===== src/rtl/pm_switch_ack_sequencer.sv =====
// Persist-switch ack sequencer: accepts a metadata word, optionally issues a persist request,
// waits for completion and emits ackCount indexed ack beats. Optional macro: PMSW_ACK_TIMEOUT_EN.
module pm_switch_ack_sequencer #(
  parameter int unsigned TIMEOUT_CYCLES = 1024
) (
  input  logic        clk,
  input  logic        rst,
  input  logic        meta_valid,
  output logic        meta_ready,
  input  logic [47:0] meta_output,
  output logic        pm_req_valid,
  input  logic        pm_req_ready,
  output logic [31:0] pm_req_addr,
  input  logic        pm_done,
  output logic        ack_valid,
  input  logic        ack_ready,
  output logic [31:0] ack_addr,
  output logic [7:0]  ack_idx,
  output logic        busy,
  output logic        err_op,
  output logic        err_timeout
);

  typedef enum logic [1:0] {
    IDLE  = 2'd0,
    ISSUE = 2'd1,
    WAIT  = 2'd2,
    ACK   = 2'd3
  } state_t;

  localparam logic [7:0] OP_NOP     = 8'h00;
  localparam logic [7:0] OP_PERSIST = 8'h01;
  localparam logic [7:0] OP_BYPASS  = 8'h02;

  if (TIMEOUT_CYCLES == 0) begin : g_bad_timeout
    $error("TIMEOUT_CYCLES must be at least 1");
  end

  state_t      state_q, state_d;
  logic [31:0] addr_q, addr_d;
  logic [7:0]  count_q, count_d;
  logic [7:0]  idx_q, idx_d;
  logic        meta_ready_q, meta_ready_d;
  logic        pm_req_valid_q, pm_req_valid_d;
  logic        ack_valid_q, ack_valid_d;
  logic        busy_q, busy_d;
  logic        err_op_q, err_op_d;

`ifdef PMSW_ACK_TIMEOUT_EN
  localparam int unsigned TMO_W = (TIMEOUT_CYCLES > 1) ? $clog2(TIMEOUT_CYCLES) : 1;
  localparam logic [TMO_W-1:0] TMO_LAST = TMO_W'(TIMEOUT_CYCLES - 1);
  logic [TMO_W-1:0] tmo_q, tmo_d;
  logic             err_timeout_q, err_timeout_d;
`endif

  // Next-state, datapath and registered-output decode
  always_comb begin
    state_d  = state_q;
    addr_d   = addr_q;
    count_d  = count_q;
    idx_d    = idx_q;
    err_op_d = 1'b0;
`ifdef PMSW_ACK_TIMEOUT_EN
    tmo_d         = tmo_q;
    err_timeout_d = 1'b0;
`endif
    case (state_q)
      IDLE: begin
        if (meta_valid && meta_ready_q) begin
          addr_d  = meta_output[31:0];
          count_d = meta_output[47:40];
          case (meta_output[39:32])
            OP_PERSIST: state_d = ISSUE;
            OP_BYPASS: begin
              if (meta_output[47:40] != 8'd0) begin
                state_d = ACK;
                idx_d   = 8'd0;
              end else begin
                state_d = IDLE;
              end
            end
            OP_NOP:  state_d = IDLE;
            default: err_op_d = 1'b1;
          endcase
        end else begin
          state_d = IDLE;
        end
      end
      ISSUE: begin
        // pm_done is deliberately not looked at here, even in the handshake cycle
        if (pm_req_ready) begin
          state_d = WAIT;
`ifdef PMSW_ACK_TIMEOUT_EN
          tmo_d = '0;
`endif
        end else begin
          state_d = ISSUE;
        end
      end
      WAIT: begin
        if (pm_done) begin
          if (count_q != 8'd0) begin
            state_d = ACK;
            idx_d   = 8'd0;
          end else begin
            state_d = IDLE;
          end
        end
`ifdef PMSW_ACK_TIMEOUT_EN
        else if (tmo_q == TMO_LAST) begin
          state_d       = IDLE;
          err_timeout_d = 1'b1;
        end else begin
          tmo_d = tmo_q + TMO_W'(1);
        end
`else
        else begin
          state_d = WAIT;
        end
`endif
      end
      ACK: begin
        if (ack_ready) begin
          if (idx_q == count_q - 8'd1) begin
            state_d = IDLE;
          end else begin
            idx_d = idx_q + 8'd1;
          end
        end else begin
          state_d = ACK;
        end
      end
      default: state_d = IDLE;
    endcase

    meta_ready_d   = (state_d == IDLE);
    pm_req_valid_d = (state_d == ISSUE);
    ack_valid_d    = (state_d == ACK);
    busy_d         = (state_d != IDLE);
  end

  // State and output registers with synchronous reset
  always_ff @(posedge clk) begin
    if (rst) begin
      state_q        <= IDLE;
      addr_q         <= 32'd0;
      count_q        <= 8'd0;
      idx_q          <= 8'd0;
      meta_ready_q   <= 1'b0;
      pm_req_valid_q <= 1'b0;
      ack_valid_q    <= 1'b0;
      busy_q         <= 1'b0;
      err_op_q       <= 1'b0;
`ifdef PMSW_ACK_TIMEOUT_EN
      tmo_q          <= '0;
      err_timeout_q  <= 1'b0;
`endif
    end else begin
      state_q        <= state_d;
      addr_q         <= addr_d;
      count_q        <= count_d;
      idx_q          <= idx_d;
      meta_ready_q   <= meta_ready_d;
      pm_req_valid_q <= pm_req_valid_d;
      ack_valid_q    <= ack_valid_d;
      busy_q         <= busy_d;
      err_op_q       <= err_op_d;
`ifdef PMSW_ACK_TIMEOUT_EN
      tmo_q          <= tmo_d;
      err_timeout_q  <= err_timeout_d;
`endif
    end
  end

  assign meta_ready   = meta_ready_q;
  assign pm_req_valid = pm_req_valid_q;
  assign pm_req_addr  = addr_q;
  assign ack_valid    = ack_valid_q;
  assign ack_addr     = addr_q;
  assign ack_idx      = idx_q;
  assign busy         = busy_q;
  assign err_op       = err_op_q;
`ifdef PMSW_ACK_TIMEOUT_EN
  assign err_timeout  = err_timeout_q;
`else
  assign err_timeout  = 1'b0;
`endif

endmodule

===== config.mk =====
export PLATFORM = sky130hd
export DESIGN_NAME = pm_switch_ack_sequencer
export DESIGN_NICKNAME = d
export VERILOG_FILES = /design/src/rtl/pm_switch_ack_sequencer.sv
export SDC_FILE = /design/constraint.sdc
export NUM_CORES = 1
export LEC_CHECK = 0
export CORE_MARGIN = 1
export CORE_UTILIZATION = 40
export DETAILED_ROUTE_END_ITERATION = 6
export GPL_TIMING_DRIVEN = 0
export HOLD_SLACK_MARGIN = 0.15
export PLACE_DENSITY = 0.75
export SLEW_MARGIN = 20
export SYNTH_ARGS = -nofsm -noshare
export SYNTH_HDL_FRONTEND = slang
export SYNTH_SLANG_ARGS = --single-unit

===== constraint.sdc =====
create_clock -name clk -period 3.4 [get_ports clk]
set_clock_uncertainty 0.2 [all_clocks]
set_input_delay 0.51 -clock clk [delete_from_list [all_inputs] [get_ports clk]]
set_output_delay 0.51 -clock clk [all_outputs]
set_load 0.02 [all_outputs]

==> metrics.md, run 1 <==
| Metric | Value |
|---|---|
| Hold Crit Class | reg -> reg |
| Post-placement cell count | about 580 |
| LEAKAGE | around 1.6 nW |
| Top Family by Delay on Critical Path | simple AND/OR/NAND/NOR gates |
| Netlist cell types | 60 |
| Synth Register Bits | 55 |
| Setup crit end kind | register |
| Worst skew pair latency | around 0.32 ns |
| Final Max Tran Viols | 0 |
| Deepest clock path buffer count | 2 |
| Antenna Nets Post-Route | 0 |
| Hold depth | 2 |
| Worst Path Arrival | about 2.8 ns |
| N_diodes | 0 |
| Total Routing Usage GR | between 20% and 30% |
| Crit-path max FO | 9 |
| Fin crit share | a little over 80% |
| Met2 Use GR | between 30% and 40% |
| DR iter-0 viols | 117 |
| Ports | between 100 and 150 |
| DR vias | 2820 |
| Count of final setup violators | 0 |
| Mean post-synth cell area | approximately 8 um^2 |
| Port Buffers | 129 |
| Post-Route WL | 7574 um |
| Final WS setup | 0.6598 ns |
| Cell depth of the worst flop-to-flop path | 10 |
| Setup Fix Bufs, Post-CTS | 0 |
| Async set-reset flop share out of synthesis | 0% |
| Dpl ws | around 0.42 ns |
| Hold path startpoint | ack_addr[9] |
| Ys Warns | 0 |
| Crit path required time | roughly 3.5 ns |
| Die Width | about 86 um |
| CTS resizes | 0 |
| Ys flop type | dfxtp_1 |
| Layout area overhead | 53.33% |
| First-pass GRT wire length | around 12000 um |
| Critical path depth | 10 |
| Via count of the first global-routing pass | 2640 |
| Largest stage delay on the critical path | 0.50 ns |
| Synthesized Nets | 412 |
| CTS Hold Bufs | 0 |
| Buf+Inv Stages, Crit Path | 2 |
| Worst-margin pin slew | roughly 0.76 ns |
| Mapped Area | about 2800 um^2 |
| CTS tree | done |
| M1 GR Usage | around a quarter |
| Top-count cell post-synth | nand2_1 |
| Hold path endpoint | ack_addr[9] |
| Htree depth | 2 |
| Initial core utilization | 41.44% |
| RePlAce Congestion | roughly 0.84 |
| DPL Wire Length | about 5900 um |
| Slew margin rel. | approximately half |
| Top cells by instance count after synthesis | 97 x nand2_1, 55 x dfxtp_1, 47 x a21oi_1 |
| Synth area leaders | dfxtp_1 39%, nand2_1 13%, buf_4 9.1% |
| Sequential fraction of the synthesis area | between 30% and 40% |
| Rows | 30 |
| Worst r2r src | count_q[0] |
| Grt peak-use layer | met2 |
| Num CTS Buffers | 5 |
| Worst reg-to-reg setup slack | ~0.66 ns |
| First-pass detailed-route iteration total | 6 |
| Layout cells sized above 1 | between 10% and 20% |
| Die ar. | between 7000 and 8000 um^2 |
| Outcome | completed |
| Core area | just under 7000 um^2 |
| FF-to-FF End | ack_idx[2] |
| Fmax | between 0.3 and 0.4 GHz |
| Slowest CP cell | or4_1 |
| WL per Instance | 12.86 um |
| Initial antenna violation count | 0 |
| CP Cell Sequence | inv_1 > ha_1 > clkbuf_1 > o21bai_1 > a211oi_1 > o21ai_0 > nand2_1 > and3_2 > or4_1 > a31oi_1 |
| Pwr dens | around 320 nW/um^2 |
| Final #Nets | 548 |
| CP startpoint kind | register |
| Final hold violation count | 0 |
| Fin Setup TNS | 0 ns |
| Worst-path clk slew | about 0.1 ns |
| Post-synth EDFFs | 0 |
| Cell taking the most area after synthesis | dfxtp_1 |
| Post-Route Utilization | 63.54% |
| Max Cap Violations | 0 |
| VDD IR max | about 0.21 mV |
| Met3 Usage GRT | 4.524% |
| Synth top area share | approximately two fifths |
| Post-Synthesis Cells | approximately 360 |
| Die Y | 85.89 um |
| Non-filler cells, final | a little under 600 |
| Largest net degree at the start of global routing | 18 |
| Unrepaired setup endpoints after global routing | false |
| Fin crit period | about 2.7 ns |
| Congestion Overflow GR | 0 |
| Clk root buf | clkbuf_8 |
| Worst setup path class | reg -> reg |
| # clock sinks | 55 |
| Drt via density | about 4.8 |
| DRC errors left | 0 |
-- sequential cells by signal, indices dropped and copies added, names as in the netlist --
name and cells:
count_q 8, busy 1, pm_req_valid 1, state_q 2
ack_valid 1, err_op 1, meta_ready 1, ack_addr 32
ack_idx 8
-- how the worst max path moves through the flow --
stage	from	to	slack (ns)
final	count_q[0]	ack_idx[2]	0.66
after global routing	count_q[0]	ack_idx[0]	0.44
after CTS	count_q[0]	ack_idx[2]	0.68
after detailed placement	meta_valid	ack_idx[5]	0.42
after global placement	meta_valid	ack_idx[5]	0.43
after floorplan	count_q[0]	ack_idx[2]	0.99
-- metrics by stage --
stage	power (W)	instance area (um^2)	hold WS, ns
final	0.001392	4317	0.2792
after floorplan	0.0008774	2815	0.2736
after global placement	0.001036	4227	0.2557
after global routing	0.001461	4317	0.2953
after CTS	0.001408	4317	0.2751
after detailed placement	0.001042	4227	0.2604
-- final cells by class --
type                       instances  area, um^2
fill                             616        2477
sequential                        55        1101
tap                               96       120.1
clock inverter                     2       17.52
multi-input combinational        245        1376
clock buffer                       6       72.57
inverter                           4       15.01
timing repair buffer             129        1291
buffer                            52       322.8
-- power by group --
group	internal, W	switching [W]
sequential	0.000669	0.0000228
combinational	0.000181	0.000155
clock	0.000148	0.000217
-- worst reg2reg max path: stages, from the launching register on --
cell,delay [ns]
dfxtp_1,0.39
inv_1,0.09
ha_1,0.13
clkbuf_1,0.28
o21bai_1,0.16
a211oi_1,0.09
o21ai_0,0.24
nand2_1,0.19
and3_2,0.25
or4_1,0.50
a31oi_1,0.16
-- layer usage --
metal  share of wire [%]  wire length [um]
met5                   0                 0
met1                  44              3321
met4                 2.2               165
met3                 5.9               445
met2                  48              3642
-- cell usage in the layout (no fill, tap or decap), drive strengths merged, types with 2 or more instances in the layout --
cell           instances
nand2b                 4
nor3                   3
nand4                  4
o211ai                 2
buf                   34
inv                    4
ha                     2
clkinv                 2
nand3                  2
o21ba                  2
nor2                  12
clkdlybuf4s50        129
a31o                   2
nor4                   5
xnor2                  7
o21ai                  5
a21oi                 49
or3                    4
or4                    2
dfxtp                 55
nor4b                  2
mux2i                  2
nor2b                  5
a31oi                  3
and3                   4
a211oi                 2
o21bai                 2
clkbuf                24
nand2                 97
-- logic make-up after synthesis --
kind of cell	share of synthesized area (%)
xor gates and xnor gates	2.489
DFF	39.11
and+or+nand+nor	26.67
AOI/OAI and AO/OA	17.60
adders and majority gates	0.8887
buffers and inverters	12.00
muxes	1.111
other	0.1332
(Power assumes the default switching activity.)
==> inputs of run 2 (changes only) <==
clock period = 2.7 ns   (was 3.4 ns; I/O delays follow)
==> metrics.md, run 2 (same netlist as run 1, synthesis figures left out) <==
| Metric | Value |
|---|---|
| Fin crit period | 2.568 ns |
| CP startpoint kind | register |
| Final WS setup | 0.1324 ns |
| Fin Setup TNS | 0 ns |
| Htree depth | 2 |
| DR iter-0 viols | between 90 and 100 |
| Unrepaired setup endpoints after global routing | false |
| Max Cap Violations | 0 |
| Ports | 132 |
| Final #Nets | around 550 |
| Worst-margin pin slew | 0.8650 ns |
| Most common cell after layout, fill and taps aside | clkdlybuf4s50_1 |
| Hold Crit Class | reg -> reg |
| Via count of the first global-routing pass | between 2k and 3k |
| LEAKAGE | 1.643 nW |
| Final Max Tran Viols | 0 |
| Crit-path max FO | 9 |
| Layout cells sized above 1 | a little over an eighth |
| WL per Instance | about 13 um |
| Crit path required time | 2.75 ns |
| Die Y | between 80 and 90 um |
| Pwr dens | 405.2 nW/um^2 |
| CTS tree | done |
| Dpl ws | -0.1733 ns |
| Met3 Usage GRT | 4.524% |
| Antenna Nets Post-Route | 0 |
| Initial antenna violation count | 0 |
| Worst setup path class | reg -> reg |
| Dpl cell area | around 4200 um^2 |
| Slew margin rel. | between 40% and 50% |
| VDD IR max | approximately 0.26 mV |
| Die ar. | about 7400 um^2 |
| Fin crit share | about 95% |
| Largest net degree at the start of global routing | 18 |
| Num CTS Buffers | 5 |
| RePlAce Congestion | ~0.84 |
| Register area | between 1000 and 1500 um^2 |
| Setup crit end kind | register |
| Total Routing Usage GR | 20.99% |
| Core area | 6794 um^2 |
| Post-Route WL | around 7600 um |
| Clk root buf | clkbuf_8 |
| Filler cell count | 615 |
| Die Width | between 80 and 90 um |
| DRC errors left | 0 |
| Area of the multi-input gates | 1398 um^2 |
| Worst Path Arrival | approximately 2.6 ns |
| Max FFs per register | 32 |
| N_diodes | 0 |
| Initial core utilization | around 41% |
| Power, Total | around 0.0018 W |
| Grt peak-use layer | met2 |
| Worst-path clk slew | about 0.1 ns |
| Fmax | a little under 0.4 GHz |
| DR vias | around 2.8k |
| Drt via density | about 4.8 |
| Met2 Use GR | between 30% and 40% |
| Rows | 30 |
| Count of final setup violators | 0 |
| Commonest non-fill, non-tap cells in the layout | 129 x clkdlybuf4s50_1, 97 x nand2_1, 54 x dfxtp_1 |
| Deepest clock path buffer count | 2 |
| Final hold violation count | 0 |
| First-pass detailed-route iteration total | 6 |
| Outcome | completed |
| Layout area overhead | 54.00% |
| Congestion Overflow GR | 0 |
| M1 GR Usage | 26.11% |
| Post-Route Utilization | between 60% and 70% |
| Worst skew pair latency | ~0.31 ns |
| Post-route cell area | roughly 4300 um^2 |
| Port Buffers | 129 |
| DPL Wire Length | 5882 um |
| First-pass GRT wire length | around 12000 um |
| # clock sinks | 55 |
-- run 2: layout make-up --
type                    count  area share (%)
plain buffers              51           7.359
clock buffers               6           1.674
clock inverters             2          0.4040
inverters                   4          0.3463
multi-input cells         245           32.24
flip-flops and latches     55           25.43
well taps                  96           2.771
repair buffers            129           29.78
-- run 2: worst paths after layout --
| kind | depth (start not counted) | to | slack (ns) | start |
|---|---|---|---|---|
| worst min register to register | 2 | ack_addr[9] | 0.28 | ack_addr[9] |
| worst max-delay path | 9 | ack_idx[2] | 0.13 | count_q[0] |
| worst min-delay path | 2 | ack_addr[9] | 0.28 | ack_addr[9] |
| worst max register to register | 9 | ack_idx[2] | 0.13 | count_q[0] |
-- run 2: worst max-delay path: stages (launching register included) --
cell and delay [ns]:
dfxtp_1 0.39, inv_1 0.09, ha_2 0.26, o21bai_1 0.13, a211oi_1 0.09, o21ai_0 0.23, nand2_1 0.19, and3_2 0.26
or4_1 0.51, a31oi_1 0.16
-- run 2: metrics by stage --
step	cells	hold slack (ns)
6_report	588	0.2794
5_1_grt	588	0.2953
4_1_cts	588	0.2751
3_5_place_dp	581	0.2604
3_3_place_gp	581	0.2557
2_1_floorplan	356	0.2736
-- run 2: power breakdown --
part	total [W]	switching (W)	internal, W
logic	0.000425	0.000195	0.000230
registers	0.000871	0.0000293	0.000842
clock network	0.000460	0.000273	0.000187
-- run 2: routing by layer --
| metal | up-vias | share of wire [%] |
|---|---|---|
| met1 | 1253 | 45 |
| met3 | 13 | 5.1 |
| met4 | 0 | 2.1 |
| met5 | - | 0 |
| met2 | 81 | 48 |
| li1 | 1447 | - |
-- run 2: timing repair --
action | 4_1_cts | 5_1_grt
gates resized for setup | 0 | 5
setup buffers | 0 | 0
hold buffers | 0 | 0
endpoints found under the setup margin | 2 | 10
endpoints found under the hold margin | 0 | 0
==> inputs of run 3 (changes only) <==
SETUP_SLACK_MARGIN = 0.5   (was not set)
==> metrics.md, run 3 (same netlist as run 1, synthesis figures left out) <==
| Metric | Value |
|---|---|
| Outcome | completed |
| Num CTS Buffers | 5 |
| Buf+Inv Stages, Crit Path | 1 |
| Largest stage delay on the critical path | roughly 0.4 ns |
| Most used cell, CP | or3_4 |
| Largest net degree at the start of global routing | 18 |
| Top Family by Delay on Critical Path | simple AND/OR/NAND/NOR gates |
| CTS tree | done |
| CP Cell Sequence | or3_4 > or3_4 > a2111oi_4 > buf_4 > nand4_4 > a21oi_2 > mux2_2 |
| LEAKAGE | 1.721 nW |
| Commonest non-fill, non-tap cells in the layout | 129 x clkdlybuf4s50_1, 96 x nand2_1, 47 x a21oi_1, 47 x dfxtp_1, 43 x buf_4 |
| Cell depth of the worst flop-to-flop path | 7 |
| Worst reg-to-reg setup slack | 0.26 ns |
| Layout cells sized above 1 | between 10% and 20% |
| DR vias | between 2k and 3k |
| Area of the multi-input gates | between 1000 and 1500 um^2 |
| Switching share of power | between 20% and 30% |
| VDD IR max | between 0.3 and 0.4 mV |
| Rows | 30 |
| Final Max Tran Viols | 0 |
| Worst Path Arrival | roughly 2.5 ns |
| Hold path endpoint | ack_addr[6] |
| Layout area overhead | 61.60% |
| DRC errors left | 0 |
| Antenna Nets Post-Route | 0 |
| RePlAce Congestion | about 0.8 |
| Core area | 6794 um^2 |
| Port Buffers | 129 |
| Final #Nets | about 560 |
| Hold Crit Class | reg -> reg |
| Total Routing Usage GR | between 20 and 25% |
| Htree depth | 2 |
| Worst r2r src | count_q[4] |
| Clk pwr share | 29.5% |
| Register area | 1119 um^2 |
| Worst-margin pin slew | between 0.5 and 0.6 ns |
| CP startpoint kind | register |
| Ports | around 130 |
| Deepest clock path buffer count | 2 |
| FF-to-FF End | ack_idx[0] |
| Worst setup path class | reg -> reg |
| Post-Route WL | 8327 um |
| Count of final setup violators | 0 |
| Crit-path max FO | 8 |
| Unrepaired setup endpoints after global routing | true |
| Drt via density | 4.907 |
| Pwr dens | between 400 and 500 nW/um^2 |
| Congestion Overflow GR | 0 |
| Max FFs per register | 32 |
| Hold Worst Slack | approximately 0.28 ns |
| WL per Instance | ~14 um |
| First-pass GRT wire length | approximately 13000 um |
| Worst-path clk slew | 0.10 ns |
| # clock sinks | 55 |
| Int Power | 0.001372 W |
| Die Y | ~86 um |
| Crit path required time | between 2 and 3 ns |
| DR iter-0 viols | 161 |
| Fin crit period | between 2 and 2.5 ns |
| Filler cell count | 564 |
| Setup crit end kind | register |
| Fmax | roughly 0.41 GHz |
| Final hold violation count | 0 |
| Worst skew pair latency | roughly 0.31 ns |
| Die ar. | 7377 um^2 |
| Sw power | a little over 0.0005 W |
| Fin Setup TNS | 0 ns |
| Die Width | between 80 and 90 um |
| Max Cap Violations | 0 |
| First-pass detailed-route iteration total | 4 |
| N_diodes | 0 |
| Critical path depth | 7 |
| Fin crit share | 90.21% |
| Via count of the first global-routing pass | around 2.9k |
| Initial core utilization | 41.44% |
| Slew margin rel. | between 60% and 70% |
| Combinational share of power | between 20% and 30% |
| Hold depth | 2 |
| Clk root buf | clkbuf_8 |
| Slowest CP cell | or3_4 |
| Initial antenna violation count | 0 |
| Hold path startpoint | ack_addr[6] |
| Sequential power share | between 40% and 50% |
| DPL Wire Length | 6323 um |
| Most common cell after layout, fill and taps aside | clkdlybuf4s50_1 |
## run 3: cell count changes in the layout (fill, tap and decap cells not counted), sizes merged
cell / before / now
inv: 4 / 5
clkbuf: 23 / 25
clkinv: 2 / 0
bufinv: 0 / 1
buf: 34 / 43
## run 3: layout make-up
class	count	share of cell area (%)
clock inverter	2	0.8526
sequential	55	24.59
clock buffer	6	1.595
tap	96	2.640
inverter	4	0.3300
buffer	52	7.563
timing repair buffer	139	30.03
multi-input combinational	245	32.40
## run 3: how the worst max path moves through the flow
stage	startpoint	endpoint	slack [ns]
after global placement	meta_valid	ack_idx[5]	-0.16
after floorplan	count_q[0]	ack_idx[2]	0.42
after CTS	count_q[4]	ack_idx[0]	0.26
after detailed placement	meta_valid	ack_idx[5]	-0.17
final	count_q[4]	ack_idx[0]	0.26
after global routing	count_q[3]	busy	0.16
## run 3: timing repair
action / CTS / global route
endpoints found under the hold margin: 0 / 0
gates resized for setup: 16 / 6
endpoints found under the setup margin: 14 / 34
pin swaps: 10 / 0
buffers inserted: 8 / 1
hold buffers: 0 / 0
gates cloned: 1 / 0
## run 3: tightest hold or removal path, stage by stage, from the launching register on
cell and delay [ns]:
dfxtp_1 0.33, nand2_1 0.05, a21oi_1 0.05
## run 3: routing by layer
metal,global-route usage (%),vias up,routed length [um]
li1,-,1465,-
met1,25.88,1371,3543
met2,40.91,92,4236
met3,4.235,11,428
met4,6.970,0,120
met5,0,-,0
## run 3: per-stage QoR
stage                     cells  power [W]  util [%]  cell area [um^2]  setup WS [ns]
after floorplan             356   0.001111         -              2856         0.4218
after global placement      581   0.001311     62.82              4268        -0.1596
after detailed placement    581   0.001320     62.82              4268        -0.1697
after CTS                   598   0.001901     66.35              4508         0.2579
after global routing        599   0.001975     66.96              4549         0.1615
final                       599   0.001892     66.96              4549         0.2644
## run 3: power groups by stage
stage	registers (W)	clock network, W	logic (W)
5_1_grt	0.000877	0.000607	0.000491
2_1_floorplan	0.000915	0	0.000196
4_1_cts	0.000872	0.000575	0.000455
3_3_place_gp	0.000891	0	0.000421
3_5_place_dp	0.000892	0	0.000429
6_report	0.000872	0.000559	0.000461
